## src/rtl/cpu_control_unit_if.sv

```systemverilog
// Bus between the multi-cycle sequencer and the datapath/memory it controls.
// master = the control unit, slave = the datapath side that drives run/op/mem_ready.
interface cpu_control_unit_if #(
    parameter int CNT_W = 16
);
    logic             run;
    logic [3:0]       op;
    logic             mem_ready;
    logic             mem_req;
    logic             en_fetch;
    logic             en_decode;
    logic             en_regread;
    logic             en_alu;
    logic             en_mem;
    logic             en_regwrite;
    logic             pc_inc;
    logic             halted;
    logic [2:0]       state;
    logic [CNT_W-1:0] retired_count;

    modport master (
        input  run, op, mem_ready,
        output mem_req, en_fetch, en_decode, en_regread, en_alu, en_mem,
               en_regwrite, pc_inc, halted, state, retired_count
    );

    modport slave (
        output run, op, mem_ready,
        input  mem_req, en_fetch, en_decode, en_regread, en_alu, en_mem,
               en_regwrite, pc_inc, halted, state, retired_count
    );
endinterface

```

## src/rtl/cpu_control_unit.sv

```systemverilog
// Multi-cycle instruction sequencer (fetch/decode/regread/execute/memory/writeback/halt).
// Optional STEP_MODE_EN: a one-cycle `step` pulse in IDLE runs exactly one instruction.
module cpu_control_unit #(
    parameter logic [3:0] OP_LOAD  = 4'h8,
    parameter logic [3:0] OP_STORE = 4'h9,
    parameter logic [3:0] OP_HALT  = 4'hF,
    parameter int         CNT_W    = 16
) (
    input  logic              clk,
    input  logic              reset,
`ifdef STEP_MODE_EN
    input  logic              step,
`endif
    cpu_control_unit_if.master bus
);

    typedef enum logic [2:0] {
        S_IDLE      = 3'd0,
        S_FETCH     = 3'd1,
        S_DECODE    = 3'd2,
        S_REGREAD   = 3'd3,
        S_EXECUTE   = 3'd4,
        S_MEMORY    = 3'd5,
        S_WRITEBACK = 3'd6,
        S_HALT      = 3'd7
    } state_t;

    state_t           state_r;
    state_t           next_s;
    state_t           after_retire_s;
    logic             retire_s;
    logic [CNT_W-1:0] count_r;

    logic mem_req_s, en_fetch_s, en_decode_s, en_regread_s, en_alu_s;
    logic en_mem_s, en_regwrite_s, pc_inc_s, halted_s;

    // State register and retired-instruction counter
    always_ff @(posedge clk) begin
        if (reset) begin
            state_r <= S_IDLE;
            count_r <= {CNT_W{1'b0}};
        end else begin
            state_r <= next_s;
            if (retire_s) begin
                count_r <= count_r + CNT_W'(1);
            end else begin
                count_r <= count_r;
            end
        end
    end

    // Next-state logic; run is only looked at in IDLE and on retire
    always_comb begin
        next_s   = state_r;
        retire_s = 1'b0;
`ifdef STEP_MODE_EN
        after_retire_s = S_IDLE;
`else
        if (bus.run) begin
            after_retire_s = S_FETCH;
        end else begin
            after_retire_s = S_IDLE;
        end
`endif
        case (state_r)
            S_IDLE: begin
`ifdef STEP_MODE_EN
                if (step) begin
`else
                if (bus.run) begin
`endif
                    next_s = S_FETCH;
                end else begin
                    next_s = S_IDLE;
                end
            end
            S_FETCH: begin
                if (bus.mem_ready) begin
                    next_s = S_DECODE;
                end else begin
                    next_s = S_FETCH;
                end
            end
            S_DECODE:  next_s = S_REGREAD;
            S_REGREAD: begin
                if (bus.op == OP_HALT) begin
                    next_s = S_HALT;
                end else begin
                    next_s = S_EXECUTE;
                end
            end
            S_EXECUTE: begin
                if ((bus.op == OP_LOAD) || (bus.op == OP_STORE)) begin
                    next_s = S_MEMORY;
                end else begin
                    next_s = S_WRITEBACK;
                end
            end
            S_MEMORY: begin
                if (!bus.mem_ready) begin
                    next_s = S_MEMORY;
                end else if (bus.op == OP_LOAD) begin
                    next_s = S_WRITEBACK;
                end else begin
                    // A store finishes here without a writeback
                    retire_s = 1'b1;
                    next_s   = after_retire_s;
                end
            end
            S_WRITEBACK: begin
                retire_s = 1'b1;
                next_s   = after_retire_s;
            end
            S_HALT:  next_s = S_HALT;
            default: next_s = S_IDLE;
        endcase
    end

    // Output decode from the registered state; pc_inc also qualifies on mem_ready
    always_comb begin
        mem_req_s     = 1'b0;
        en_fetch_s    = 1'b0;
        en_decode_s   = 1'b0;
        en_regread_s  = 1'b0;
        en_alu_s      = 1'b0;
        en_mem_s      = 1'b0;
        en_regwrite_s = 1'b0;
        pc_inc_s      = 1'b0;
        halted_s      = 1'b0;
        case (state_r)
            S_FETCH: begin
                mem_req_s  = 1'b1;
                en_fetch_s = 1'b1;
                pc_inc_s   = bus.mem_ready;
            end
            S_DECODE:    en_decode_s   = 1'b1;
            S_REGREAD:   en_regread_s  = 1'b1;
            S_EXECUTE:   en_alu_s      = 1'b1;
            S_MEMORY: begin
                mem_req_s = 1'b1;
                en_mem_s  = 1'b1;
            end
            S_WRITEBACK: en_regwrite_s = 1'b1;
            S_HALT:      halted_s      = 1'b1;
            default:     halted_s      = 1'b0;
        endcase
    end

    assign bus.mem_req       = mem_req_s;
    assign bus.en_fetch      = en_fetch_s;
    assign bus.en_decode     = en_decode_s;
    assign bus.en_regread    = en_regread_s;
    assign bus.en_alu        = en_alu_s;
    assign bus.en_mem        = en_mem_s;
    assign bus.en_regwrite   = en_regwrite_s;
    assign bus.pc_inc        = pc_inc_s;
    assign bus.halted        = halted_s;
    assign bus.state         = state_r;
    assign bus.retired_count = count_r;

endmodule
```

## src/flat_wrapper.sv

```systemverilog
// flat-port wrapper written by rule: the top's interface ports become plain ports
module cpu_control_unit_flat 
#(
    parameter logic [3:0] OP_LOAD  = 4'h8,
    parameter logic [3:0] OP_STORE = 4'h9,
    parameter logic [3:0] OP_HALT  = 4'hF,
    parameter int         CNT_W    = 16
)
  (clk, reset, bus_run, bus_op, bus_mem_ready, bus_mem_req, bus_en_fetch, bus_en_decode, bus_en_regread, bus_en_alu, bus_en_mem, bus_en_regwrite, bus_pc_inc, bus_halted, bus_state, bus_retired_count);
  cpu_control_unit_if #(.CNT_W(CNT_W)) bus_i ();
  input  logic clk;
  input  logic reset;
  input wire logic [$bits(bus_i.run)-1:0] bus_run;
  input wire logic [$bits(bus_i.op)-1:0] bus_op;
  input wire logic [$bits(bus_i.mem_ready)-1:0] bus_mem_ready;
  output wire logic [$bits(bus_i.mem_req)-1:0] bus_mem_req;
  output wire logic [$bits(bus_i.en_fetch)-1:0] bus_en_fetch;
  output wire logic [$bits(bus_i.en_decode)-1:0] bus_en_decode;
  output wire logic [$bits(bus_i.en_regread)-1:0] bus_en_regread;
  output wire logic [$bits(bus_i.en_alu)-1:0] bus_en_alu;
  output wire logic [$bits(bus_i.en_mem)-1:0] bus_en_mem;
  output wire logic [$bits(bus_i.en_regwrite)-1:0] bus_en_regwrite;
  output wire logic [$bits(bus_i.pc_inc)-1:0] bus_pc_inc;
  output wire logic [$bits(bus_i.halted)-1:0] bus_halted;
  output wire logic [$bits(bus_i.state)-1:0] bus_state;
  output wire logic [$bits(bus_i.retired_count)-1:0] bus_retired_count;
  assign bus_i.run = bus_run;
  assign bus_i.op = bus_op;
  assign bus_i.mem_ready = bus_mem_ready;
  assign bus_mem_req = bus_i.mem_req;
  assign bus_en_fetch = bus_i.en_fetch;
  assign bus_en_decode = bus_i.en_decode;
  assign bus_en_regread = bus_i.en_regread;
  assign bus_en_alu = bus_i.en_alu;
  assign bus_en_mem = bus_i.en_mem;
  assign bus_en_regwrite = bus_i.en_regwrite;
  assign bus_pc_inc = bus_i.pc_inc;
  assign bus_halted = bus_i.halted;
  assign bus_state = bus_i.state;
  assign bus_retired_count = bus_i.retired_count;
  cpu_control_unit #(.OP_LOAD(OP_LOAD), .OP_STORE(OP_STORE), .OP_HALT(OP_HALT), .CNT_W(CNT_W)) u_core (.clk(clk), .reset(reset), .bus(bus_i));
endmodule
```

## config.mk

```make
export PLATFORM = sky130hd
export DESIGN_NAME = cpu_control_unit_flat
export DESIGN_NICKNAME = d
export VERILOG_FILES = /design/src/rtl/cpu_control_unit_if.sv /design/src/rtl/cpu_control_unit.sv /design/src/flat_wrapper.sv
export SDC_FILE = /design/constraint.sdc
export NUM_CORES = 1
export LEC_CHECK = 0
export BUFFER_PORTS_ARGS = -buffer_cell sky130_fd_sc_hd__buf_2
export CAP_MARGIN = 20
export CORE_ASPECT_RATIO = 1.75
export CORE_UTILIZATION = 44
export CTS_CLUSTER_DIAMETER = 60
export DETAILED_ROUTE_END_ITERATION = 12
export PLACE_DENSITY = 0.8
export SETUP_SLACK_MARGIN = 0.3
export SYNTH_ARGS = -nofsm -noshare
export SYNTH_HDL_FRONTEND = slang
export SYNTH_SLANG_ARGS = --single-unit
```

## constraint.sdc

```tcl
create_clock -name clk -period 1.4 [get_ports clk]
set_input_delay 0.07 -clock clk [delete_from_list [all_inputs] [get_ports clk]]
set_output_delay 0.07 -clock clk [all_outputs]
set_load 0.02 [all_outputs]
```

# After elaboration in Yosys (flattened, before gate mapping)
# Index checks and enable logic that the tools add are counted.
# word_totals
input_bits	8
register_bits	19
# op_classes
addsub	1
n_eq_ne	10
n_reduce_logical	4
mux	19
# ops
op	count
case mux 3 bit (7 select lines)	1
adder 16 x 1 -> 16 bit, second input constant	1
equality test 3 bit, second input constant	4
equality test 4 bit, second input constant	3
two-way mux 1 bit	12
equality test 3 x 2 -> 1 bit, second input constant	2
two-way mux 2 bit	3
two-way mux 3 bit	2
OR reduction 2 bit	2
equality test 3 x 1 -> 1 bit, second input constant	1
logical NOT 3 bit	1
case mux 1 bit (2 select lines)	1
logical OR 1 bit	1

# Longest topological paths before layout
# depth
ltp_word	4
ltp_mapped	7
mapped_depth_nobuf	5

# Worst setup path after synthesis
# No wires, ideal clock.
# synth_timing
kind	register to register
from	register u_core.state_r[1], in the netlist u_core.bus.state[1]
to	register u_core.count_r[10], in the netlist u_core.bus.retired_count[10]
stages_incl_launch_ff	7
t_arrival_ns	1.802
path_slack_ns	-0.473
synth_period_minus_slack_ns	1.873
setup_time_ns	0.070
n_path_buf	2
path_cell_list	dfxtp_1 -> buf_2 -> and3b_1 -> a41oi_2 -> buf_6 -> or4_1 -> a21oi_1
# synth_via
elab_chain_len	2
# synth_rtl
item	line	text
start: declaration	cpu_control_unit.sv:28	state_t state_r;
start signal: assignment	cpu_control_unit.sv:43	state_r <= next_s;
equality test 3 bit	cpu_control_unit.sv:65	case (state_r)
case mux 1 bit (2 select lines) *	cpu_control_unit.sv:65	
end signal: assignment	cpu_control_unit.sv:41	count_r <= {CNT_W{1'b0}};
end signal: assignment	cpu_control_unit.sv:45	count_r <= count_r + CNT_W'(1);
end signal: assignment	cpu_control_unit.sv:47	count_r <= count_r;
end: declaration	cpu_control_unit.sv:32	logic [CNT_W-1:0] count_r;
# Mark *: on every way between the ends. The rest lies on a longest branch, timed or not.
# A chain may end at the register's enable or synchronous reset.

# Worst setup path after layout
# layout_timing
from	register u_core.state_r[1], in the netlist u_core.bus.state[1]
to	register u_core.count_r[13], in the netlist u_core.bus.retired_count[13]
# The elaborated chain is that of the path after synthesis.

==> out/metrics.cfg <==
[status]
status=finished with violations
violations=setup timing

[critical_path]
worstSetupPathType=flip-flop to flip-flop
crit_path_end_kind=flip-flop
crit_path_top_delay_cell=or4_1
crit_path_start_kind=flip-flop
crit_arrival_ns=1.80
critPathTopFamily=simple AND/OR/NAND/NOR gates
worstPathRequired_ns=1.58
crit_fanout=8
path_cells=and2b_4, a41oi_4, buf_12, or4_1, a21oi_2
cpPeakStageDelay_ns=0.48
path_buf_inv=1

[pwr]
powerDensity_nw_per_um2=1380
pwr-share-seq=0.235
p_sw_w=0.001018
cellInternalPower_w=0.001758
p_leak_nw=0.8616
clock_power_share=0.135
swShare=0.3667
vdd_drop_max_v=0.001135
p_comb_frac=0.629

[sta]
fin_crit_sh=1.153
fin_skew_ns=0.002333
tightest_slew_ns=0.3990
fin_ws_ns=-0.2146
setup_viol=25
slew_headroom=0.7340
max_freq_ghz=0.6193
report.final.slew_viol_count=0
hold_viol=0
rsz0062_at_grt=true
fin_setup_tns_ns=-3.238
period_needed_ns=1.615

[finish]
nNetsFinal=221
fill_cells=121
mostFrequentLayoutCells=31 x buf_4, 25 x buf_2, 23 x buf_6
final_core_util=0.8734
drive_above_1_share=0.6114
syn_to_final_growth_pct=85.14
fin_cells=236
final_common_cell=buf_4
multi_input_area_um2=805.8
antennaDiodeCount=0
seqCellArea_um2=399.1

[synthesis]
synth.distinct_cells=39
yosysSeqAreaShare=0.3502
syn_avg_cell_area_um2=8.105
syn-cell-area_um2=1086
syn_inst=134
ys_warn_count=0
synth_nets=143
ys_seq_elements=19

[floorplanning]
dieArea_um2=2679
start_util=0.4717
die_height_um=67.72
die_x_um=39.56
coreArea_um2=2302
ios=36
core.rowCount=23

[placed_design]
gp_congestion=0.7911
hpwl_um=2382
port_buffers=35
dp.cells=216

[grt]
grt-ovfl-total=0
grt.total_usage=0.3189
grt_pass1_wl_um=5892
grt_pass1_vias=1418
grt_max_degree=20
antenna_found_initial=0

[detailed_routing]
num_vias=1469
totalWireLength_um=4515
drtPass1Iterations=4
drtAntennaViolNets=0
post_drt_wl_per_cell_um=19.13
drtIter0Drc=35
drc=0
viasPerCell=6.225

[clock_network]
cts_tree=done
h-tree-depth=1
cts_buffers=3
cts.hold.buffers_added=0
clock_path_buffers=2
cts_sinks=19
path_clk_slew_ns=0.07
clkLatencyLatePin_ns=0.25
clk_root_buffer_cell=clkbuf_8

[run]
drv_cap=0

[worst_hold_path]
hold_path_class=input pin to flip-flop

-- metrics by stage --
stage / instance area (um^2) / setup WS [ns] / total power, W / hold WS (ns)
6_report: 2011 / -0.2146 / 0.002775 / 0.2214
2_1_floorplan: 1132 / -0.2076 / 0.001244 / 0.3249
3_3_place_gp: 1521 / -0.1442 / 0.001501 / 0.4486
3_5_place_dp: 1521 / -0.1829 / 0.001543 / 0.4471
4_1_cts: 1842 / -0.1854 / 0.002463 / 0.1910
5_1_grt: 2011 / -0.2701 / 0.002867 / 0.2482
-- power by group through the flow --
stage	clock, W	combinational [W]	sequential (W)
3_3_place_gp	0	0.000850	0.000651
5_1_grt	0.000396	0.00181	0.000656
2_1_floorplan	0	0.000526	0.000718
3_5_place_dp	0	0.000886	0.000657
4_1_cts	0.000374	0.00144	0.000644
6_report	0.000375	0.00175	0.000653
-- state kept, by name (all words and copies together) (netlist names) --
name                      flops
u_core.bus.state              3
u_core.bus.retired_count     16
-- metal layers --
metal  track usage  share of wire  vias up
met2        0.6516           0.58       89
met5             0              0        -
met4        0.1767          0.037        0
li1              -              -      658
met1        0.2598           0.33      705
met3       0.02961          0.051       17
-- worst paths after layout --
check | cells past startpoint | slack [ns] | from | end
setup reg to reg | 5 | -0.21 | u_core.bus.state[1] | u_core.bus.retired_count[13]
hold reg to reg | 2 | 0.49 | u_core.bus.retired_count[15] | u_core.bus.retired_count[15]
hold / removal | 2 | 0.22 | reset | u_core.bus.retired_count[0]
setup / recovery | 5 | -0.21 | u_core.bus.state[1] | u_core.bus.retired_count[13]
-- worst reg2reg max path, stage by stage (launching register included) --
cell     delay [ns]
dfxtp_4        0.35
and2b_4        0.26
a41oi_4        0.15
buf_12         0.18
or4_1          0.48
a21oi_2        0.14
-- cell families (layout without fill, tap and decap cells) --
family / count (synthesis) / after routing / share of synthesized area
and+or+nand+nor: 60 / 60 / 0.3295
AOI/OAI and AO/OA: 38 / 38 / 0.2258
DFF: 19 / 19 / 0.3502
buffers and inverters: 14 / 91 / 0.06566
adders and majority gates: 1 / 1 / 0.01152
xor gates and xnor gates: 1 / 1 / 0.008066
muxes: 1 / 1 / 0.009217
-- final cells by class --
cell class | count | share of cell area
inverter | 4 | 0.007467
clock buffer | 4 | 0.02240
sequential | 19 | 0.1985
multi-input combinational | 101 | 0.4007
tap | 25 | 0.01556
timing repair buffer | 83 | 0.3553
-- repair_timing --
item                                    CTS  global route
pin swaps                                 8             9
cloned                                    2             2
gates resized for setup                  42            29
buffers inserted                         10             2
endpoints found under the setup margin   27            30
-- synthesized netlist by cell type --
cell / instances / area, um^2
clkbuf_1: 3 / 11.26
a41oi_2: 1 / 16.27
nor3b_1: 1 / 7.510
o32ai_1: 1 / 8.760
o31ai_1: 8 / 60.06
xor2_1: 1 / 8.760
buf_2: 3 / 15.01
and3_1: 3 / 18.77
buf_1: 2 / 7.510
or4_1: 8 / 60.06
inv_1: 4 / 15.01
nand4_1: 4 / 25.02
and2_1: 6 / 37.54
nor2_1: 7 / 26.28
ha_1: 1 / 12.51
nand3_1: 6 / 30.03
nand2b_1: 1 / 6.260
nand2_1: 7 / 26.28
a211oi_1: 1 / 7.510
o21ai_1: 5 / 25.02
dfxtp_1: 19 / 380.4
o21ba_1: 1 / 10.01
and3b_1: 1 / 8.760
o311ai_1: 1 / 8.760
and2b_2: 1 / 8.760
o21ai_0: 1 / 5.000
o31a_1: 1 / 8.760
and4_1: 1 / 8.760
a21o_1: 1 / 7.510
or3b_1: 1 / 8.760
or3_1: 5 / 31.28
nor3_1: 5 / 25.02
or4b_4: 1 / 13.76
buf_6: 2 / 22.52
mux2i_1: 1 / 10.01
a21oi_1: 16 / 80.08
nand4b_1: 1 / 8.760
o21a_1: 1 / 7.510
nor2b_1: 1 / 6.260
Power figures use the tool's default switching activity.
